### src/rtl/flash_cal_pkg.sv
// Shared constants and types for the flash ADC calibration trim loader.
// Holds the bus geometry, the loader FSM states and the sign-magnitude trim word.
package flash_cal_pkg;

  localparam int NUM_CMP    = 32;
  localparam int CAL_BYTE_W = 8;
  localparam int TRIM_BITS  = 5;
  localparam int HALF_W     = 128;

  typedef enum logic [2:0] {
    ST_IDLE    = 3'd0,
    ST_CAPTURE = 3'd1,
    ST_SHIFT   = 3'd2,
    ST_LATCH   = 3'd3,
    ST_DONE    = 3'd4
  } state_t;

  typedef struct packed {
    logic       sign;
    logic [3:0] mag;
  } trim_word_t;

endpackage

### src/rtl/flash_cal_byte_decode.sv
// Combinational decode of one calibration offset byte into a sign-magnitude trim word.
// A byte with both nibbles non-zero is invalid and decodes to +0.
module flash_cal_byte_decode
  import flash_cal_pkg::*;
(
  input  logic [CAL_BYTE_W-1:0] cal_byte,
  output trim_word_t            word,
  output logic                  invalid
);

  logic [3:0] hi_s;
  logic [3:0] lo_s;

  assign hi_s = cal_byte[7:4];
  assign lo_s = cal_byte[3:0];

  // Upper nibble is a positive offset, lower nibble a negative one.
  always_comb begin
    word    = '0;
    invalid = 1'b0;
    case ({hi_s != 4'd0, lo_s != 4'd0})
      2'b00: begin
        word.sign = 1'b0;
        word.mag  = 4'd0;
      end
      2'b10: begin
        word.sign = 1'b0;
        word.mag  = hi_s;
      end
      2'b01: begin
        word.sign = 1'b1;
        word.mag  = lo_s;
      end
      2'b11: begin
        word.sign = 1'b0;
        word.mag  = 4'd0;
        invalid   = 1'b1;
      end
      default: begin
        word    = '0;
        invalid = 1'b0;
      end
    endcase
  end

endmodule

### src/rtl/flash_cal_trim_loader.sv
// Snapshots the comparator calibration bus on a ready rising edge and shifts the
// decoded trim words, comparator LAST down to FIRST, into the analog trim chain.
module flash_cal_trim_loader #(
  parameter int FIRST     = 16,
  parameter int LAST      = 31,
  parameter int TRIM_BITS = 5
) (
  input  logic                          clk,
  input  logic                          rst,
  input  logic                          start,
  input  logic [flash_cal_pkg::HALF_W-1:0] cal_bot,
  input  logic [flash_cal_pkg::HALF_W-1:0] cal_top,
  output logic                          trim_sclk_en,
  output logic                          trim_sdata,
  output logic                          trim_latch,
  output logic                          busy,
  output logic                          done,
  output logic                          err,
  output logic [5:0]                    err_cnt
);

  import flash_cal_pkg::*;

  if (TRIM_BITS != flash_cal_pkg::TRIM_BITS || FIRST < 0 || LAST > NUM_CMP - 1 || FIRST > LAST) begin : g_bad_params
    $error("flash_cal_trim_loader: illegal parameter set");
  end

  state_t              state_r, state_nx;
  logic                start_d_r;
  logic                req_s;
  logic [2*HALF_W-1:0] snap_r;
  logic [2*HALF_W-1:0] bus_s;
  logic [4:0]          cmp_idx_r, cmp_nx, cmp_sel_s;
  logic [2:0]          bit_idx_r, bit_nx, bit_sel_s;
  logic [7:0]          cur_byte_s;
  trim_word_t          word_s;
  logic [4:0]          word_vec_s;
  logic                invalid_s;
  logic                word_bit_s;
  logic                emit_s;
  logic                sclk_nx, sdata_nx, latch_nx, busy_nx, done_nx;
  logic [5:0]          err_cnt_nx;

  assign req_s = start & ~start_d_r;

  // The first bit leaves at the capture edge, so it must come from the live bus.
  assign bus_s      = (state_r == ST_CAPTURE) ? {cal_top, cal_bot} : snap_r;
  assign cur_byte_s = bus_s[{cmp_sel_s, 3'b000} +: 8];
  assign word_vec_s = word_s;
  assign word_bit_s = word_vec_s[bit_sel_s];

  flash_cal_byte_decode u_decode (
    .cal_byte (cur_byte_s),
    .word     (word_s),
    .invalid  (invalid_s)
  );

  // Selects the chain position to be presented after the coming edge.
  always_comb begin
    if (state_r == ST_CAPTURE) begin
      cmp_sel_s = 5'(LAST);
      bit_sel_s = 3'd4;
    end else if (bit_idx_r == 3'd0) begin
      cmp_sel_s = cmp_idx_r - 5'd1;
      bit_sel_s = 3'd4;
    end else begin
      cmp_sel_s = cmp_idx_r;
      bit_sel_s = bit_idx_r - 3'd1;
    end
  end

  // Next-state and next-output logic; outputs are registered from these values.
  always_comb begin
    state_nx   = state_r;
    cmp_nx     = cmp_idx_r;
    bit_nx     = bit_idx_r;
    busy_nx    = busy;
    done_nx    = done;
    latch_nx   = 1'b0;
    emit_s     = 1'b0;
    err_cnt_nx = err_cnt;
    case (state_r)
      ST_IDLE, ST_DONE: begin
        if (req_s) begin
          state_nx   = ST_CAPTURE;
          busy_nx    = 1'b1;
          done_nx    = 1'b0;
          err_cnt_nx = 6'd0;
        end else begin
          state_nx = state_r;
        end
      end
      ST_CAPTURE: begin
        state_nx = ST_SHIFT;
        cmp_nx   = cmp_sel_s;
        bit_nx   = bit_sel_s;
        emit_s   = 1'b1;
      end
      ST_SHIFT: begin
        if (cmp_idx_r == 5'(FIRST) && bit_idx_r == 3'd0) begin
          state_nx = ST_LATCH;
          latch_nx = 1'b1;
        end else begin
          cmp_nx = cmp_sel_s;
          bit_nx = bit_sel_s;
          emit_s = 1'b1;
        end
      end
      ST_LATCH: begin
        state_nx = ST_DONE;
        busy_nx  = 1'b0;
        done_nx  = 1'b1;
      end
      default: begin
        state_nx = ST_IDLE;
        busy_nx  = 1'b0;
        done_nx  = 1'b0;
      end
    endcase
    if (emit_s) begin
      sclk_nx  = 1'b1;
      sdata_nx = word_bit_s;
      if (bit_sel_s == 3'd4 && invalid_s) begin
        err_cnt_nx = err_cnt + 6'd1;
      end else begin
        err_cnt_nx = err_cnt_nx;
      end
    end else begin
      sclk_nx  = 1'b0;
      sdata_nx = 1'b0;
    end
  end

  // FSM, counters and registered outputs.
  always_ff @(posedge clk or posedge rst) begin
    if (rst) begin
      state_r      <= ST_IDLE;
      start_d_r    <= 1'b0;
      cmp_idx_r    <= 5'd0;
      bit_idx_r    <= 3'd0;
      trim_sclk_en <= 1'b0;
      trim_sdata   <= 1'b0;
      trim_latch   <= 1'b0;
      busy         <= 1'b0;
      done         <= 1'b0;
      err          <= 1'b0;
      err_cnt      <= 6'd0;
    end else begin
      state_r      <= state_nx;
      start_d_r    <= start;
      cmp_idx_r    <= cmp_nx;
      bit_idx_r    <= bit_nx;
      trim_sclk_en <= sclk_nx;
      trim_sdata   <= sdata_nx;
      trim_latch   <= latch_nx;
      busy         <= busy_nx;
      done         <= done_nx;
      err          <= (err_cnt_nx != 6'd0);
      err_cnt      <= err_cnt_nx;
    end
  end

  // Calibration snapshot, frozen for the rest of the load.
  always_ff @(posedge clk or posedge rst) begin
    if (rst) begin
      snap_r <= '0;
    end else if (state_r == ST_CAPTURE) begin
      snap_r <= {cal_top, cal_bot};
    end else begin
      snap_r <= snap_r;
    end
  end

endmodule

### config.mk
export PLATFORM = sky130hd
export DESIGN_NAME = flash_cal_trim_loader
export DESIGN_NICKNAME = d
export VERILOG_FILES = /design/src/rtl/flash_cal_pkg.sv /design/src/rtl/flash_cal_byte_decode.sv /design/src/rtl/flash_cal_trim_loader.sv
export SDC_FILE = /design/constraint.sdc
export NUM_CORES = 1
export LEC_CHECK = 0
export CAP_MARGIN = 0
export CORE_ASPECT_RATIO = 2
export CORE_UTILIZATION = 55
export CTS_CLUSTER_SIZE = 16
export DETAILED_ROUTE_END_ITERATION = 10
export PLACE_DENSITY_LB_ADDON = 0.2
export SLEW_MARGIN = 20
export SYNTH_ARGS = -nofsm -noshare
export SYNTH_HDL_FRONTEND = slang
export SYNTH_HIERARCHICAL = 1
export SYNTH_SLANG_ARGS = --single-unit
### constraint.sdc
create_clock -name clk -period 15.29 [get_ports clk]
set_input_delay 3.058 -clock clk [delete_from_list [all_inputs] [get_ports clk]]
set_output_delay 3.058 -clock clk [all_outputs]
set_load 0.01 [all_outputs]
==> results.sh <==
export IMPL_finalSetupViolCount=0
export IMPL_leakage_nw=7.99
export IMPL_worstPathArrival_ns=6.78
export IMPL_syn_nets=1703
export IMPL_avgRoutedWirePerCell_um=19.3
export IMPL_fin_skew_ns=0.0151
export IMPL_ys_types=62
export IMPL_cts_setup_buffers=0
export IMPL_ctsResizeCount=0
export IMPL_io_pins=271
export IMPL_cts_tree="done"
export IMPL_required_ns=15.69
export IMPL_start_util_pct=56.2
export IMPL_ir_worst_vdd_mv=0.170
export IMPL_design_area_um2=17100
export IMPL_ys_seq_elements=280
export IMPL_finalWorstSetupSlack_ns=8.91
export IMPL_die_w_um=113
export IMPL_ant_nets=0
export IMPL_grt_pass1_vias=11230
export IMPL_fin_nets=1918
export IMPL_num_rows=80
export IMPL_cap_viol_max_count=0
export IMPL_ys_seq_area_share_pct=52.1
export IMPL_fin_crit_ns=6.38
export IMPL_first_pass_iters=5
export IMPL_die_h_um=223
export IMPL_cts_hold_buf=0
export IMPL_grt_pass1_wl_um=59700
export IMPL_drive_above_1_share_pct=9.81
export IMPL_post_route_period_util_pct=41.7
export IMPL_crit_fanout=14
export IMPL_place_area_um2=16200
export IMPL_path_class="in -> reg"
export IMPL_synthFlopType="dfrtp_1"
export IMPL_netlist_area_um2=13400
export IMPL_vias=11304
export IMPL_viasPerCell=5.75
export IMPL_clock_sinks=280
export IMPL_hp_class="reg -> reg"
export IMPL_end_kind="flip-flop"
export IMPL_grt_overflow_total=0
export IMPL_antenna_found_initial=7
export IMPL_grt_start_max_net_pins=182
export IMPL_clk_latency_ns=0.54
export IMPL_avgSynthCellArea_um2=9.33
export IMPL_instances_no_fill=1967
export IMPL_dp_cells=1916
export IMPL_slew_headroom_pct=32.9
export IMPL_worst_pin_slew_ns=1.01
export IMPL_yosysWarnings=6
export IMPL_rsz0062_at_grt="no"
export IMPL_start_kind="input port"
export IMPL_io_buffers=270
export IMPL_grt_util_all_layers_pct=30.8
export IMPL_die_area_um2=25100
export IMPL_final_cell_mix="568 x nand2_1, 280 x dfrtp_1, 270 x clkdlybuf4s50_1, 82 x mux2_2, 78 x nor2_1"
export IMPL_final_core_util_pct=71.4
export IMPL_synthArstFlopShare_pct=100
export IMPL_preCtsSetupSlack_ns=8.39
export IMPL_syn_inst=1441
export IMPL_clk_pin_slew_ns=0.07
export IMPL_mostFrequentLayoutCell="nand2_1"
export IMPL_drc_errors=0
export IMPL_power_density_nw_per_um2=206
export IMPL_max_freq_ghz=0.157
export IMPL_clock_path_buffers=3
export IMPL_slew_violations=0
export IMPL_cts_buffers=25
export IMPL_total_power_mw=3.53
export IMPL_core_area_um2=23900
export IMPL_finalHoldViolCount=0
export IMPL_synth_edf_count=0
export IMPL_hold_slack_ns=0.468
export IMPL_routed_wl_um=37900
export IMPL_gp_congestion=0.856
export IMPL_setup_tns_ns=0
export IMPL_post_dp_hpwl_um=25400
export IMPL_cts_root_buf="clkbuf_16"
export IMPL_status="complete, no violations"
export IMPL_drt_iter0_drc=1162
export IMPL_htree_levels=1
export IMPL_area_delta_synth_final_pct=27.1
==> worst paths after layout <==
check / startpoint / end / slack [ns] / cells after the start
max: cal_bot[9] / err / 8.91 / 11
min: snap_r[107] / snap_r[107] / 0.47 / 2
max reg2reg: bit_idx_r[2] / err / 9.25 / 12
min reg2reg: snap_r[107] / snap_r[107] / 0.47 / 2
max in group asynchronous: rst / snap_r[115] / 10.62 / 3
min in group asynchronous: rst / snap_r[141] / 3.06 / 2
==> metal layers <==
| layer | part of all wire (%) | vias to the layer above | GRT usage, % |
|---|---|---|---|
| met5 | 0 | - | 0 |
| met4 | 5.8 | 0 | 17.5 |
| met3 | 5.4 | 103 | 3.88 |
| met2 | 50 | 433 | 50.7 |
| met1 | 39 | 5498 | 39.2 |
| li1 | - | 5270 | - |
==> flip-flops by register name (all words and copies together) (netlist names), 3 cells and up <==
| register | cells |
|---|---|
| snap_r | 256 |
| state_r | 3 |
| err_cnt | 6 |
| bit_idx_r | 3 |
| cmp_idx_r | 5 |
==> cells in the mapped netlist, drive strengths merged, types with 4 or more instances <==
cell	count	area [µm²]
o211ai	5	37.5
and3	10	62.6
xor2	4	42.6
mux2i	50	500
clkbuf	52	195
a21oi	32	160
a22oi	14	105
dfrtp	280	7010
nand2	569	2140
a22o	4	35.0
mux4	9	206
a21o	6	45.0
buf	42	221
o41ai	9	101
o31ai	23	178
mux2	86	968
o22ai	8	50.1
or3	6	37.5
nor3	21	105
o32ai	14	123
nand4	8	50.1
o21ai	46	234
nor2	79	297
nand3	17	85.1
inv	7	26.3
==> cells by family (layout without fill, tap and decap cells) <==
logic type / Yosys count / count (layout) / share of synthesized area [%]
buffers and inverters: 101 / 332 / 3.30
flip-flops: 280 / 280 / 52.1
multiplexers: 145 / 145 / 12.5
other: 0 / 8 / 0
AND/OR/NAND/NOR: 734 / 734 / 22.4
XOR/XNOR: 6 / 6 / 0.447
AO/OA/AOI/OAI: 172 / 172 / 8.99
adder cells (fa/ha/maj): 3 / 3 / 0.279
==> power breakdown <==
part	switching (mW)	internal (mW)	leakage, nW
Sequential	0.182	1.09	3.40
Clock	0.284	0.367	0.405
Combinational	0.940	0.659	4.19
==> final cells by class <==
class | instances | area (µm²)
diodes | 8 | 20.0
clock buffers | 31 | 678
clock inverters | 12 | 148
fillers | 1824 | 6850
inverters | 7 | 33.8
multi-input cells | 1060 | 6010
flip-flops and latches | 280 | 7010
well taps | 287 | 359
repair buffers | 282 | 2820
==> critical path, stage by stage <==
cell             delay, ns
clkdlybuf4s50_1       0.41
mux2_2                0.28
mux4_1                0.50
and3_1                0.21
o31ai_1               0.48
nand4_1               0.27
nor4_4                0.47
nor2_1                0.15
o21ai_2               0.25
o41ai_1               0.18
or4_1                 0.53
Power figures use the tool's default switching activity.
